### src/rtl/pixel_out_buffer.sv
// rtl/pixel_out_buffer.sv - first-word-fall-through output pixel buffer; OUT_TLAST_EN adds the o_last end-of-line marker
module pixel_out_buffer #(
   parameter int DATA_WIDTH  = 8,
   parameter int DEPTH       = 16,
   parameter int AFULL_LEVEL = 12,
   parameter int LINE_PIXELS = 512
) (
   input  logic                     aclk,
   input  logic                     areset,
   input  logic [DATA_WIDTH-1:0]    i_data,
   input  logic                     i_data_valid,
   output logic [DATA_WIDTH-1:0]    o_data,
   output logic                     o_data_valid,
   input  logic                     i_data_ready,
   output logic [$clog2(DEPTH):0]   o_count,
   output logic                     o_almost_full,
   output logic                     o_overflow
`ifdef OUT_TLAST_EN
   ,
   output logic                     o_last
`endif
);

   localparam int AW = $clog2(DEPTH);
   localparam int CW = AW + 1;

   logic [DATA_WIDTH-1:0] mem [DEPTH];
   logic [AW-1:0]         wr_ptr;
   logic [AW-1:0]         rd_ptr;
   logic [AW-1:0]         rd_ptr_n;
   logic [CW-1:0]         count_n;
   logic [DATA_WIDTH-1:0] head_n;
   logic                  rd_en;
   logic                  wr_en;
   logic                  drop;

   always_comb begin
      rd_en    = o_data_valid && i_data_ready;
      wr_en    = i_data_valid && ((o_count != CW'(DEPTH)) || rd_en);
      drop     = i_data_valid && !wr_en;
      rd_ptr_n = rd_en ? rd_ptr + AW'(1) : rd_ptr;
      count_n  = o_count + CW'(wr_en) - CW'(rd_en);
      // The next head is bypassed from i_data when it lands in the slot about to be presented.
      head_n   = (wr_en && (wr_ptr == rd_ptr_n)) ? i_data : mem[rd_ptr_n];
   end

   always_ff @(posedge aclk) begin
      if (!areset && wr_en) begin
         mem[wr_ptr] <= i_data;
      end
   end

   always_ff @(posedge aclk) begin
      if (areset) begin
         wr_ptr        <= '0;
         rd_ptr        <= '0;
         o_count       <= '0;
         o_data        <= '0;
         o_data_valid  <= 1'b0;
         o_almost_full <= 1'b0;
         o_overflow    <= 1'b0;
      end else begin
         if (wr_en) begin
            wr_ptr <= wr_ptr + AW'(1);
         end
         rd_ptr        <= rd_ptr_n;
         o_count       <= count_n;
         o_data_valid  <= (count_n != '0);
         o_almost_full <= (int'(count_n) >= AFULL_LEVEL);
         if (count_n != '0) begin
            o_data <= head_n;
         end
         if (drop) begin
            o_overflow <= 1'b1;
         end
      end
   end

`ifdef OUT_TLAST_EN
   localparam int LW = (LINE_PIXELS > 1) ? $clog2(LINE_PIXELS) : 1;

   logic [LW-1:0] line_cnt;
   logic [LW-1:0] line_cnt_n;

   always_comb begin
      line_cnt_n = line_cnt;
      if (rd_en) begin
         line_cnt_n = (line_cnt == LW'(LINE_PIXELS - 1)) ? '0 : line_cnt + LW'(1);
      end
   end

   // o_last tracks the pixel that will be on o_data next cycle, i.e. transfer index line_cnt_n.
   always_ff @(posedge aclk) begin
      if (areset) begin
         line_cnt <= '0;
         o_last   <= 1'b0;
      end else begin
         line_cnt <= line_cnt_n;
         o_last   <= (count_n != '0) && (line_cnt_n == LW'(LINE_PIXELS - 1));
      end
   end
`endif

endmodule
### config.mk
export PLATFORM = sky130hd
export DESIGN_NAME = pixel_out_buffer
export DESIGN_NICKNAME = d
export VERILOG_FILES = /design/src/rtl/pixel_out_buffer.sv
export SDC_FILE = /design/constraint.sdc
export NUM_CORES = 1
export LEC_CHECK = 0
export ABC_CLOCK_PERIOD_IN_PS = 3500
export CAP_MARGIN = 20
export CORE_ASPECT_RATIO = 0.7
export CORE_MARGIN = 8
export CORE_UTILIZATION = 50
export DETAILED_ROUTE_END_ITERATION = 16
export GPL_TIMING_DRIVEN = 1
export PLACE_DENSITY_LB_ADDON = 0.25
export SETUP_SLACK_MARGIN = 0.02
export SYNTH_ARGS = -nofsm -noshare
export SYNTH_HDL_FRONTEND = slang
export SYNTH_SLANG_ARGS = --single-unit
export TNS_END_PERCENT = 20
### constraint.sdc
create_clock -name aclk -period 3.5 [get_ports aclk]
set_input_delay 0.525 -clock aclk [delete_from_list [all_inputs] [get_ports aclk]]
set_output_delay 0.525 -clock aclk [all_outputs]
set_load 0.005 [all_outputs]
## Word level (Yosys, flattened, before mapping)

Memories as Yosys holds them, arrays and structs flattened. A register that Yosys moved wholly into a read port is not among the register bits.
Index checks and enable logic that the tools add are counted.

- Add/subtract/negate cells: 4
- Mux-type cells: 3
- Div/mod/pow operators: 0
- Shifts and indexed selects: 0
- Reduce and logical (&&, ||, !) cells: 8
- Bitwise logic cells: 0
- Multiply operators: 0
- Order comparisons: 1
- Equal/unequal tests: 1

Operator list:

| operator | number |
|---|---|
| $add 4x1->4 const B | 2 |
| $add 5x1->5 | 1 |
| $ge 5x4->1 const B | 1 |
| $ne 5x5->1 const B | 1 |
| $reduce_bool 5->1 | 1 |
| $sub 5x1->5 | 1 |
| $logic_and 1x1->1 | 4 |
| $mux 4 | 1 |
| $logic_not 1->1 | 2 |
| $mux 1 | 2 |
| $logic_or 1x1->1 | 1 |

- Memories: 1
- Bits in writable memories: 128
- Logic and storage cells: 24
- Bits in registers: 16
- Bits in read-only memories: 0
- Latch bits: 0
- Output and inout bits: 16

Memories:

| memory | words | bits a word | rd ports | clocked after memory_dff | write ports | line | RTL |
|---|---|---|---|---|---|---|---|
| mem | 16 | 8 | 1 | 1 | 1 | 27 | `logic [DATA_WIDTH-1:0] mem [DEPTH];` |

## Depth between registers and ports, before layout

- Depth in word-level cells: 6
- Gate-level depth with buffers: 17

## Worst setup path after synthesis

Ideal clock, no wire load.

- Path type: input -> register
- From: input i_data_ready
- To: register o_data[1] (read register of mem)
- Setup time: 122 ps
- Setup slack: 93 ps
- Data arrival time: 3285 ps
- Stages: 16
- Buffers on the path: 2
- Cell sequence: buf_2 nand2_2 inv_2 o41ai_4 ha_1 inv_1 ha_1 inv_1 fa_1 xor2_1 nand3b_1 nor3_1 a31o_2 nor2b_1 buf_6 a221o_1

- Longest elaborated chain between the ends: 6
- Elaborated cells on any way between the ends: 7

Ends and longest elaborated chain:

| what | line | RTL |
|---|---|---|
| start: declaration | 14 | `input logic i_data_ready,` |
| $logic_and 1x1->1 (*) | 38 | `rd_en = o_data_valid && i_data_ready;` |
| $logic_or 1x1->1 | 39 | `wr_en = i_data_valid && ((o_count != CW'(DEPTH)) \|\| rd_en);` |
| $logic_and 1x1->1 | 39 |  |
| $add 5x1->5 | 42 | `count_n = o_count + CW'(wr_en) - CW'(rd_en);` |
| $sub 5x1->5 | 42 |  |
| $reduce_bool 5->1 | 70 | `if (count_n != '0) begin` |
| end: declaration | 12 | `output logic [DATA_WIDTH-1:0] o_data,` |

Every way passes the cells marked *; elsewhere a longest branch is shown, timed or not.
A chain may end at the register's enable or synchronous reset.

## Final worst setup path

- From: register o_count[3]
- To: register o_data[5] (read register of mem)

- Longest elaborated chain between the ends: 6

Ends and longest elaborated chain:

| what | line | RTL |
|---|---|---|
| start: declaration | 15 | `output logic [$clog2(DEPTH):0] o_count,` |
| start signal: assignment | 67 | `o_count <= count_n;` |
| $ne 5x5->1 | 39 |  |
| $logic_or 1x1->1 | 39 |  |
| $logic_and 1x1->1 | 39 |  |
| $add 5x1->5 (*) | 42 |  |
| $sub 5x1->5 (*) | 42 |  |
| $reduce_bool 5->1 (*) | 70 |  |

Marked as above.

==> metrics <==
XOR/XNOR Fraction of Synth Area=1.107%; RSZ-0062 raised after global routing=no; row count=38; crit path kind=flop to flop; synthesized area=0.007800 sq mm; slew of the pin with the lowest slew margin=0.9720 ns; run status=finished, final reports clean; Worst Min Path Start=o_overflow$_SDFFE_PP0P_; Netlist cell types=59; vias in the first global route=5986; worst skew pair latency=0.42 ns; Fin. Hold Viols=0; routed vias/inst=6.584; WL/cell=23.78 microns; # setup viols final=0; Max-cap violations=0; Synth Instances=707; initial DRC count=782; initial antenna violation count=0; arrival time at the worst endpoint=3.58 ns; Warnings, synthesis=0; critical path endpoint category=flop; Port Buffer Count=27; Clock Tree Root=clkbuf_16; Seq/Total Area, Yosys=55.44%; DR vias=6209; Die X=165.3 microns; Sequential Power Share=37.0%; Setup Total Neg Slack=0 ns; most common cell after layout, fill and taps aside=edfxtp_1; Tmin final=3.280 ns; clk_skew=0.006726 ns; Logic pwr share=33.3%; Finished Layout Cells=943; Power Dens Cells=653.3 mW/mm^2; crit share post-route=93.71%; FF/Latch Area=0.004329 sq mm; most frequent cells in the layout=edfxtp_1 (128), nor2_1 (66), inv_1 (64); switch share=33.52%; Mean Syn Cell Area=11.03 sq um; CTS Buffer Depth=2; Clock Pin Slew Worst Setup and Hold Paths=0.06 ns; Net Switching=1951 uW; Worst EP required=3.80 ns; pins over their slew limit=0; Max-slew headroom=35.00%; largest family of logic cells by synthesized area=compound AO/OA/AOI/OAI gates; crit path from=o_count[3]$_SDFF_PP0_; Multi-input gate area=0.002947 sq mm; first-pass GRT wire length=34440 microns; fillers=1271; top_reg_cell synth=edfxtp_1; detailed placement HPWL=14040 microns; Post-synth EDFFs=128; Placeable Area=0.01536 sq mm; hold crit path type=flop to flop; mux share of post-synthesis cell area=0.1283%; largest net degree at the start of global routing=133; GP Congestion=0.8761; CTS tree=built; Initial DRT Pass Iterations=6; Initial Util=50.79%; Synth Area in Compound Gates=22.94%; reg2reg start=o_count[3]$_SDFF_PP0_; Die H=120.5 microns; design internal power=3870 uW; Area Growth Syn to Fin=14.23%; FF+latch count, synth=152; Synth Area in Adders=2.021%; proportion of synthesized flip-flops having asynchronous set or reset=0%; Tot Pwr=5820 uW; PostCTS Resize Cnt=0; H-tree levels=4; CTS sink cnt=152; post-CTS setup buffer count=0; num ports=28; CTS buffer count=17; DRT Wirelength=22430 microns; Final ANT Viol Nets=0; GRT Total Usage=22.97%; share of cells above drive strength 1=11.04%; Clock Power Share=29.7%; worst vdd ir=0.3288 mV; die area=0.01992 sq mm; Setup crit start kind=flop; Layout Nets=755; Min Hold Slack=0.4904 ns; CP max FO=8; simple-gate share of the synthesized area=11.42%; CTS Hold Bufs=0; drt drc=0; fmax=304.9 MHz; diode count=0; Mapped Nets=731; fin util=58.02%; dpl cells=912; Leakage=0.003175 uW; grt total ovfl=0
[layer usage]
| layer | vias up | share of wire [%] | global-route usage, % |
|---|---|---|---|
| met5 | - | 0 | 0 |
| met4 | 0 | 1.9 | 7.239 |
| met3 | 37 | 11 | 7.980 |
| met2 | 341 | 44 | 33.88 |
| met1 | 3067 | 43 | 31.25 |
| li1 | 2764 | - | - |
[critical path: stages (launching register included)]
cell,delay (ns)
dfxtp_1,0.33
inv_1,0.08
ha_1,0.15
nand2_1,0.10
o41ai_4,0.33
ha_1,0.28
inv_1,0.06
ha_1,0.16
inv_1,0.06
fa_1,0.38
xor2_1,0.19
nand3b_1,0.12
nor3_2,0.23
a31o_2,0.23
nor2b_2,0.09
a221o_1,0.37
[state kept, by name, indices dropped and copies added (netlist names)]
| name | cells |
|---|---|
| o_count | 5 |
| o_data | 8 |
| o_almost_full | 1 |
| o_data_valid | 1 |
| mem | 128 |
| o_overflow | 1 |
| wr_ptr | 4 |
| rd_ptr | 4 |
[power by group through the flow]
stage | Combinational (uW) | Sequential [uW] | Clock [uW]
2_1_floorplan | 1190 | 2180 | 0
3_3_place_gp | 1830 | 2190 | 0
3_5_place_dp | 1880 | 2190 | 0
4_1_cts | 1900 | 2150 | 1750
5_1_grt | 2090 | 2170 | 1820
6_report | 1940 | 2150 | 1730
[final cells by class]
cell class,count,area share (%)
clock buffers,20,4.901
clock inverters,11,1.208
inverters,65,2.738
multi-input cells,428,33.07
flip-flops and latches,152,48.59
well taps,200,2.809
repair buffers,67,6.684
[path summary, 6_finish.rpt]
kind / end / slack, ns / cells past startpoint
worst max-delay path: o_data[5]$_SDFFE_PP0P_ / 0.22 / 15
worst min-delay path: o_overflow$_SDFFE_PP0P_ / 0.49 / 2
worst max register to register: o_data[5]$_SDFFE_PP0P_ / 0.22 / 15
worst min register to register: o_overflow$_SDFFE_PP0P_ / 0.49 / 2
[per-stage QoR]
step,setup slack [ns],cell area [sq um]
2_1_floorplan,0.09319,7800
3_3_place_gp,-0.07511,8356
3_5_place_dp,-0.2390,8356
4_1_cts,0.1026,8900
5_1_grt,0.03395,8910
6_report,0.2200,8910
[Yosys cell counts (5+ instances only)]
| library cell | number | area, sq um |
|---|---|---|
| o221ai_1 | 15 | 131.4 |
| nand3_1 | 6 | 30.03 |
| a211o_1 | 14 | 122.6 |
| inv_1 | 64 | 240.2 |
| buf_2 | 19 | 95.09 |
| a221oi_1 | 9 | 78.83 |
| nor3_1 | 40 | 200.2 |
| dfxtp_1 | 24 | 480.5 |
| edfxtp_1 | 128 | 3844 |
| clkbuf_1 | 33 | 123.9 |
| nand2_1 | 9 | 33.78 |
| a221o_1 | 22 | 220.2 |
| a311oi_1 | 9 | 78.83 |
| buf_6 | 5 | 56.30 |
| a32oi_1 | 7 | 61.31 |
| o21bai_1 | 14 | 105.1 |
| or3_1 | 5 | 31.28 |
| ha_1 | 11 | 137.6 |
| nor2b_1 | 7 | 43.79 |
| a21oi_1 | 34 | 170.2 |
| nand2b_1 | 33 | 206.5 |
| nor2_1 | 67 | 251.5 |
| a31oi_1 | 35 | 219.0 |
| o21ai_0 | 18 | 90.09 |
| o2111a_1 | 29 | 326.6 |
[cell families (layout without fill, tap and decap cells)]
kind of cell,Yosys count,in the layout
compound gates,227,227
xor+xnor,9,9
fa+ha+maj,12,12
buf+inv,127,163
flops,152,152
mux,1,1
simple gates,179,179
(Power assumes the default switching activity.)
